File: src/rtl/fp_add_pkg.sv
// Shared types and constants for the double-precision adder datapath.
// Used by the alignment sequencer and its combinational shift step.
package fp_add_pkg;

  localparam int EXP_W     = 11;
  localparam int SIG_W     = 53;
  localparam int ALN_W     = 55;
  localparam int MAX_ALIGN = 56;
  localparam int REM_W     = 6;

  typedef enum logic [1:0] {
    IDLE  = 2'd0,
    ALIGN = 2'd1,
    HOLD  = 2'd2
  } align_state_t;

  typedef struct packed {
    logic             sign;
    logic [EXP_W-1:0] exp;
    logic [SIG_W-1:0] sig;
  } fp_operand_t;

  // Any difference of MAX_ALIGN or more already flushes the whole aligned word.
  function automatic logic [REM_W-1:0] clamp_delta(input logic [EXP_W-1:0] d);
    return (d >= EXP_W'(MAX_ALIGN)) ? REM_W'(MAX_ALIGN) : d[REM_W-1:0];
  endfunction

endpackage

File: src/rtl/align_step.sv
// One combinational alignment step: right shift of the guarded significand
// plus the OR of every bit that falls off the bottom.
module align_step
  import fp_add_pkg::*;
(
  input  logic [ALN_W-1:0] val_i,
  input  logic [REM_W-1:0] shamt_i,
  output logic [ALN_W-1:0] val_o,
  output logic             sticky_o
);

  logic [ALN_W-1:0] lost_mask;

  // NOTE: every signal written in always_comb gets a default first, so no path leaves it unassigned and no latch is inferred.
  always_comb begin
    lost_mask = '1;
    if (shamt_i < REM_W'(ALN_W)) begin
      lost_mask = ~({ALN_W{1'b1}} << shamt_i);
    end
    val_o    = val_i >> shamt_i;
    sticky_o = |(val_i & lost_mask);
  end

endmodule

File: src/rtl/fp_align_seq.sv
// Alignment sequencer: picks the larger-exponent operand, then shifts the other
// significand right SHIFT_STEP bits per cycle, folding lost bits into sticky.
module fp_align_seq
  import fp_add_pkg::*;
#(
  parameter int SHIFT_STEP = 8
) (
  input  logic             clk,
  input  logic             rst,
  input  logic             in_valid,
  output logic             in_ready,
  input  logic             sa,
  input  logic             sb,
  input  logic [EXP_W-1:0] ea,
  input  logic [EXP_W-1:0] eb,
  input  logic [SIG_W-1:0] fa,
  input  logic [SIG_W-1:0] fb,
  output logic             out_valid,
  input  logic             out_ready,
  output logic             sa2,
  output logic             sb2,
  output logic [SIG_W-1:0] fa2,
  output logic [ALN_W-1:0] fb2,
  output logic             sticky,
  output logic [EXP_W-1:0] e_out,
  output logic             eff_sub,
  output logic             swapped
);

  localparam logic [REM_W-1:0] STEP = REM_W'(SHIFT_STEP);

  align_state_t     state_q, state_d;
  logic [REM_W-1:0] rem_q, rem_d;
  logic             sa2_q, sa2_d;
  logic             sb2_q, sb2_d;
  logic [SIG_W-1:0] fa2_q, fa2_d;
  logic [ALN_W-1:0] fb2_q, fb2_d;
  logic             sticky_q, sticky_d;
  logic [EXP_W-1:0] e_out_q, e_out_d;
  logic             eff_sub_q, eff_sub_d;
  logic             swapped_q, swapped_d;

  fp_operand_t      op_a, op_b, op_big, op_small;
  logic             swap;
  logic [EXP_W-1:0] delta;
  logic [REM_W-1:0] rem_init;
  logic [REM_W-1:0] step_amt;
  logic [ALN_W-1:0] step_val;
  logic             step_sticky;

  // Operand selection for the accept cycle; equal exponents never swap.
  always_comb begin
    op_a     = '{sign: sa, exp: ea, sig: fa};
    op_b     = '{sign: sb, exp: eb, sig: fb};
    swap     = (eb > ea);
    op_big   = swap ? op_b : op_a;
    op_small = swap ? op_a : op_b;
    delta    = op_big.exp - op_small.exp;
    rem_init = clamp_delta(delta);
    step_amt = (rem_q < STEP) ? rem_q : STEP;
  end

  align_step u_align_step (
    .val_i    (fb2_q),
    .shamt_i  (step_amt),
    .val_o    (step_val),
    .sticky_o (step_sticky)
  );

  always_comb begin
    state_d   = state_q;
    rem_d     = rem_q;
    sa2_d     = sa2_q;
    sb2_d     = sb2_q;
    fa2_d     = fa2_q;
    fb2_d     = fb2_q;
    sticky_d  = sticky_q;
    e_out_d   = e_out_q;
    eff_sub_d = eff_sub_q;
    swapped_d = swapped_q;

    case (state_q)
      IDLE: begin
        if (in_valid) begin
          swapped_d = swap;
          sa2_d     = op_big.sign;
          sb2_d     = op_small.sign;
          fa2_d     = op_big.sig;
          fb2_d     = {op_small.sig, 2'b00};
          sticky_d  = 1'b0;
          e_out_d   = op_big.exp;
          eff_sub_d = sa ^ sb;
          rem_d     = rem_init;
          state_d   = (rem_init != '0) ? ALIGN : HOLD;
        end
      end
      ALIGN: begin
        fb2_d    = step_val;
        sticky_d = sticky_q | step_sticky;
        rem_d    = rem_q - step_amt;
        if (rem_q == step_amt) begin
          state_d = HOLD;
        end
      end
      HOLD: begin
        if (out_ready) begin
          state_d = IDLE;
        end
      end
      default: state_d = IDLE;
    endcase
  end

  // NOTE: the datapath registers are reset too, because the outputs must read zero after reset, not just the FSM.
  always_ff @(posedge clk) begin
    if (rst) begin
      // NOTE: non-blocking assignments in clocked blocks keep every flop sampling pre-edge values.
      state_q   <= IDLE;
      rem_q     <= '0;
      sa2_q     <= 1'b0;
      sb2_q     <= 1'b0;
      fa2_q     <= '0;
      fb2_q     <= '0;
      sticky_q  <= 1'b0;
      e_out_q   <= '0;
      eff_sub_q <= 1'b0;
      swapped_q <= 1'b0;
    end else begin
      state_q   <= state_d;
      rem_q     <= rem_d;
      sa2_q     <= sa2_d;
      sb2_q     <= sb2_d;
      fa2_q     <= fa2_d;
      fb2_q     <= fb2_d;
      sticky_q  <= sticky_d;
      e_out_q   <= e_out_d;
      eff_sub_q <= eff_sub_d;
      swapped_q <= swapped_d;
    end
  end

  // Handshake flags decode state only, so nothing combinational reaches them from the inputs.
  assign in_ready  = (state_q == IDLE);
  assign out_valid = (state_q == HOLD);
  assign sa2       = sa2_q;
  assign sb2       = sb2_q;
  assign fa2       = fa2_q;
  assign fb2       = fb2_q;
  assign sticky    = sticky_q;
  assign e_out     = e_out_q;
  assign eff_sub   = eff_sub_q;
  assign swapped   = swapped_q;

endmodule

File: config.mk
export PLATFORM = sky130hd
export DESIGN_NAME = fp_align_seq
export DESIGN_NICKNAME = d
export VERILOG_FILES = /design/src/rtl/fp_add_pkg.sv /design/src/rtl/align_step.sv /design/src/rtl/fp_align_seq.sv
export SDC_FILE = /design/constraint.sdc
export NUM_CORES = 1
export LEC_CHECK = 0
export BUFFER_PORTS_ARGS = -buffer_cell sky130_fd_sc_hd__buf_2
export CAP_MARGIN = 0
export CORE_UTILIZATION = 34
export DETAILED_ROUTE_END_ITERATION = 10
export GPL_ROUTABILITY_DRIVEN = 0
export PLACE_DENSITY = 0.67
export SLEW_MARGIN = 20
export SYNTH_ARGS = -nofsm -noshare
export SYNTH_HDL_FRONTEND = slang
export SYNTH_SLANG_ARGS = --single-unit
File: constraint.sdc
create_clock -name clk -period 5.36 [get_ports clk]
set_clock_uncertainty 0.05 [all_clocks]
set_input_delay 0.804 -clock clk [delete_from_list [all_inputs] [get_ports clk]]
set_output_delay 0.804 -clock clk [all_outputs]
set_load 0.02 [all_outputs]
==> results of run 1 <==
## cells in the final DEF, fill, tap and decap left out, types with 7 or more instances in the layout
cell / Yosys / routed
nand4_1: 8 / 8
nor3_1: 10 / 10
inv_1: 18 / 18
a21oi_1: 78 / 78
nand2_1: 352 / 350
clkbuf_16: 0 / 18
nor2_1: 99 / 98
nand3_1: 97 / 97
buf_4: 1 / 11
dfxtp_1: 132 / 131
xnor2_1: 8 / 8
o21ai_0: 17 / 17
mux2i_1: 150 / 150
ha_1: 13 / 13
a211oi_1: 7 / 7
o211ai_1: 48 / 48
nor2b_1: 10 / 9
a311oi_1: 67 / 67
buf_2: 5 / 258
## sequential cells by signal (all words and copies together) (netlist names)
register / cells
fb2: 55
fa2: 53
e_out: 11
rem_q: 6
state_q: 2
eff_sub: 1
sa2: 1
sb2: 1
sticky: 1
swapped: 1
## metrics by stage
stage          hold WS (ns)  cell area [um^2]  utilization (%)  total power, mW
6_report              0.414             11500             42.2             3.64
5_1_grt               0.423             11500             42.2             3.86
4_1_cts               0.419             11500             42.2             3.67
3_5_place_dp          0.412             10900             40.1             2.49
3_3_place_gp          0.400             10900             40.1             2.46
2_1_floorplan         0.484              9530                -             2.11
## where the power goes
part / leakage [nW] / internal (mW) / switching, mW
clock: 0.277 / 0.701 / 0.469
combinational: 4.04 / 0.446 / 0.788
sequential: 1.09 / 1.10 / 0.140
total: 5.41 / 2.24 / 1.40
## metal layers
metal / up-vias / GRT usage (%)
met5: - / 0
met1: 4794 / 27.4
met4: 0 / 6.62
met2: 337 / 33.6
met3: 36 / 3.78
li1: 5006 / -
## cell families (layout without fill, tap and decap cells)
kind of cell / count (synthesis) / count (layout) / share of synthesized area, %
multiplexers: 156 / 156 / 16.7
XOR/XNOR: 11 / 11 / 1.01
AO/OA/AOI/OAI: 261 / 261 / 19.8
other: 1 / 1 / 0.0393
flip-flops: 132 / 132 / 27.7
AND/OR/NAND/NOR: 607 / 607 / 27.0
adder cells (fa/ha/maj): 13 / 13 / 1.71
buffers and inverters: 141 / 319 / 5.97
## worst register-to-register path, stage by stage, from the launching register on
cell and delay [ns]:
dfxtp_1 0.73, nand2_2 0.52, buf_4 0.47, mux2i_1 0.23, mux2i_1 0.30, mux2i_1 0.13
o211ai_1 0.21, nand3_1 0.10, a21oi_1 0.17
## area by class of cell
type | count | area, um^2 | area share, %
tap | 372 | 465 | 4.05
sequential | 132 | 2650 | 23.0
multi-input combinational | 1049 | 6370 | 55.4
inverter | 18 | 67.6 | 0.587
clock inverter | 8 | 72.6 | 0.631
timing repair buffer | 269 | 1370 | 11.9
clock buffer | 24 | 503 | 4.37
## how the worst max path moves through the flow
stage / to / slack, ns / depth (start not counted)
floorplan: rem_q[5] / 0.35 / 22
global placement: rem_q[5] / 0.53 / 18
detailed placement: rem_q[5] / 0.39 / 18
CTS: rem_q[5] / 0.83 / 18
global route: rem_q[5] / 0.44 / 18
finish: rem_q[5] / 0.72 / 18
==> flow_summary.yaml, run 1 <==
route:
  drt_iter0_markers: 685
  met1Wirelength_um: 13800
  detailedRoute.firstPassIterationCount: 5
  wl_per_cell_um: 15.9
  drc: 0
  detail-route-antenna-nets: 0
  vias: 10200
  via_per_inst: 5.43
  top_layer: "met4"
  wl_met3_um: 1870
  routed-wl-met2_um: 13500
  drt-total-wl_um: 29700
run_status:
  status: "completed"
yosys:
  ys_async_sr_fraction_pct: 0
  yosys-top-cells-area: "dfxtp_1, mux2i_1, nand2_1, a311oi_1, nand3_1"
  yosysMostFrequentCell: "nand2_1"
  yosys.area.top_type: "dfxtp_1"
  yosys_warnings: 0
  ys_seq_area_share_pct: 27.7
  synth_top_area_share_pct: 27.7
  ys_types: 62
  syn_area_um2: 9530
  synth_common_cells: "nand2_1, mux2i_1, dfxtp_1, nor2_1, nand3_1"
  syn-instance-count: 1322
  synthFlopType: "dfxtp_1"
  synth-edff-count: 0
  syn_avg_cell_area_um2: 7.21
  ys_seq_elements: 132
  synth_nets: 1469
timing:
  fin_crit_sh_pct: 86.6
  hold_viol: 0
  post-route-min-period_ns: 4.64
  max_freq_mhz: 215
  max_slew_margin_pct: 32.9
  setup_slack_ns: 0.718
  tightest_slew_ns: 1.01
  slew_violations: 0
  rsz0062_at_grt: "no"
  setup_violations: 0
  fin_tns_setup_ns: 0
worst_setup_path:
  critPathRequiredTime_ns: 5.57
  crit_chain: "buf_2, inv_1, ha_1, and2_4, nor3b_1, o21ai_2, a21oi_4, a22oi_1, ha_1, o21a_1, o21ai_0, mux2_4, nand4_4, a2111oi_4, xnor2_1, a2111oi_4, and3_1, a311oi_1"
  critPathBufInv: 2
  critPathLaunchType: "input pin"
  arrival_ns: 4.85
  rrSetupSlack_ns: 2.38
  reg2reg_depth: 8
  r2r-start: "rem_q[1]"
  crit_path_start: "ea[5]"
  slowest_delay_ns: 0.50
  r2r_end: "fb2[32]"
  end_kind: "flip-flop"
  cp_top_family: "compound AO/OA/AOI/OAI gates"
  cp_slowest_cell: "ha_1"
  crit_fanout: 9
  path_class: "in2reg"
final_layout:
  fill_cells: 2865
  fin_nets: 1634
  areaGrowthSynthToFinish_pct: 20.7
  drive_above_1_share_pct: 22.1
  diodes: 0
  fin_cells: 1872
cts:
  cts_max_level: 4
  clkSinkCount: 132
  cts-resized-gates: 0
  clkLatencyLatePin_ns: 0.42
  path_clk_slew_ns: 0.06
  ctsRootBufferMaster: "clkbuf_16"
  ctsHoldBuffers: 0
  numCtsBuffers: 17
  cts_tree: "built"
  clock_path_buffers: 2
  postCtsSetupBuffers: 0
job:
  max_cap_viol_count: 0
floorplanning:
  core_area_um2: 27300
  die_area_um2: 28700
  io_pins: 260
  start_util_pct: 35.0
  num_rows: 60
  die_x_um: 169
  die_y_um: 169
placed_design:
  dp_hpwl_um: 21200
  dp_cells: 1840
  dp_slack_ns: 0.392
  portBuffers: 259
grt:
  grt_max_degree: 104
  grt_use_total_pct: 20.6
  grt_pass1_wl_um: 48400
  grt_pass1_vias: 9463
  grt_overflow: 0
  antenna_found_initial: 0
worst_hold_path:
  hold_depth: 2
  min_from: "swapped"
  min_path_type: "reg2reg"
  worstHoldEndpoint: "swapped"
pwr:
  p_leak_nw: 5.41
  power_density_nw_per_um2: 317
  worst_ir_drop_vdd_v: 0.000141
Note: power is estimated with default switching activity, not from simulation.
==> run 2, diff against run 1 <==
Clock period 5.36 ns to 5.24 ns, I/O delays scaled along.
==> run 2 against run 1 <==
Effect of this change: die area stayed put; flip-flop and latch count stayed put; register-to-register slack worse by 0.21 ns; critical path depth stayed put; largest power group is now combinational logic; utilization is 0.064 points lower; highest routed layer unchanged; first-iteration DRC count is 13% lower.
==> flow_summary.yaml, run 2 (synthesis gave the netlist of run 1 again) <==
route:
  detailedRoute.firstPassIterationCount: 5
  wl_per_cell_um: 16.0
  routed-wl-met2_um: 13700
  drt-total-wl_um: 29900
  top_layer: "met4"
  vias: 10100
  detail-route-antenna-nets: 0
  via_per_inst: 5.40
  met1Wirelength_um: 13900
  drt_iter0_markers: 598
  wl_met3_um: 1980
  drc: 0
grt:
  grt_pass1_wl_um: 48400
  grt_overflow: 0
  grt_use_total_pct: 20.8
  antenna_found_initial: 0
  grt_max_degree: 104
  grt_pass1_vias: 9427
job:
  max_cap_viol_count: 0
cts:
  postCtsSetupBuffers: 0
  path_clk_slew_ns: 0.05
  clkLatencyLatePin_ns: 0.42
  cts-resized-gates: 0
  clock_path_buffers: 2
  cts_max_level: 4
  cts_tree: "built"
  ctsHoldBuffers: 0
  numCtsBuffers: 17
  clkSinkCount: 132
  ctsRootBufferMaster: "clkbuf_16"
worst_setup_path:
  cp_top_family: "compound AO/OA/AOI/OAI gates"
  crit_fanout: 9
  rrSetupSlack_ns: 2.17
  cp_slowest_cell: "ha_1"
  critPathBufInv: 2
  end_kind: "flip-flop"
  critPathRequiredTime_ns: 5.44
  crit_path_start: "ea[5]"
  path_class: "in2reg"
  critPathLaunchType: "input pin"
  r2r-start: "rem_q[4]"
  slowest_delay_ns: 0.51
  arrival_ns: 4.79
  crit_chain: "buf_2, inv_1, ha_1, and2_4, nor3b_1, o21ai_2, a21oi_4, a22oi_1, ha_1, o21a_1, o21ai_0, mux2_4, nand4_4, a2111oi_4, xnor2_1, a2111oi_4, and3_1, a311oi_1"
final_layout:
  diodes: 0
  multi_input_area_um2: 6370
  fin_nets: 1637
  drive_above_1_share_pct: 22.3
  fin_area_um2: 11500
  final_common_cell: "nand2_1"
  areaGrowthSynthToFinish_pct: 20.5
  final_cell_mix: "nand2_1, buf_2, mux2i_1, dfxtp_1, nor2_1"
  fill_cells: 2841
  ff_latch_area_um2: 2650
  largest_register_ffs: 55
timing:
  max_freq_mhz: 218
  fin_crit_sh_pct: 87.7
  post-route-min-period_ns: 4.60
  hold_viol: 0
  max_slew_margin_pct: 33.1
  tightest_slew_ns: 1.00
  rsz0062_at_grt: "no"
  slew_violations: 0
  fin_tns_setup_ns: 0
  setup_violations: 0
pwr:
  swShare_pct: 38.9
  p_int_mw: 2.25
  worst_ir_drop_vdd_v: 0.000144
  pwr-share-seq_pct: 34.3
  power_frac_comb_pct: 34.5
  p_leak_nw: 5.41
  p_clk_share_pct: 31.1
  power_density_nw_per_um2: 320
  switching_power_mw: 1.43
worst_hold_path:
  min_path_type: "reg2reg"
  min_from: "swapped"
placed_design:
  placed_cell_area_um2: 10900
  dp_hpwl_um: 21400
  portBuffers: 259
floorplanning:
  io_pins: 260
  core_area_um2: 27300
  num_rows: 60
  die_area_um2: 28700
  start_util_pct: 35.0
  die_y_um: 169
  die_x_um: 169
run_status:
  status: "completed"
-- run 2: cell count changes in the layout (fill, tap and decap cells not counted), sizes merged --
cell	change
inv	+1
clkbuf	-4
buf	+3
clkinv	+1
-- run 2: final cells by class --
class	count	area share, %
clock buffers	20	3.98
clock inverters	10	0.730
inverters	18	0.588
multi-input cells	1049	55.4
flip-flops and latches	132	23.0
well taps	372	4.05
repair buffers	272	12.2
-- run 2: path summary, 6_finish.rpt --
| path | cells past startpoint | to |
|---|---|---|
| worst max register to register | 10 | fb2[20] |
| worst max-delay path | 18 | rem_q[5] |
| worst min register to register | 2 | swapped |
| worst min-delay path | 2 | swapped |
-- run 2: per-stage QoR --
stage          hold WS [ns]  instances  setup WS, ns  total power, mW  util, %
6_report              0.416       1873         0.643             3.68     42.1
5_1_grt               0.428       1873         0.366             3.90     42.1
4_1_cts               0.420       1873         0.722             3.70     42.1
3_5_place_dp          0.411       1843         0.284             2.55     40.1
3_3_place_gp          0.401       1843         0.414             2.53     40.1
2_1_floorplan         0.484       1322         0.246             2.16        -
-- run 2: worst min-delay path, delay by kind of cell (launching register included) --
kind / cells / cell delay (ns)
AND/OR/NAND/NOR: 1 / 0.05
AO/OA/AOI/OAI: 1 / 0.06
flip-flops: 1 / 0.31
-- run 2: power groups by stage --
stage | Sequential, mW | Combinational [mW] | Clock, mW
after floorplan | 1.36 | 0.796 | 0
after global placement | 1.28 | 1.25 | 0
after detailed placement | 1.28 | 1.27 | 0
after CTS | 1.26 | 1.27 | 1.17
after global routing | 1.28 | 1.41 | 1.21
final | 1.26 | 1.27 | 1.15
-- run 2: metal layers --
layer  up-vias  GRT usage (%)
li1       5010              -
met3        34           4.08
met4         0           5.76
met2       359           33.8
met1      4708           27.8
met5         -              0
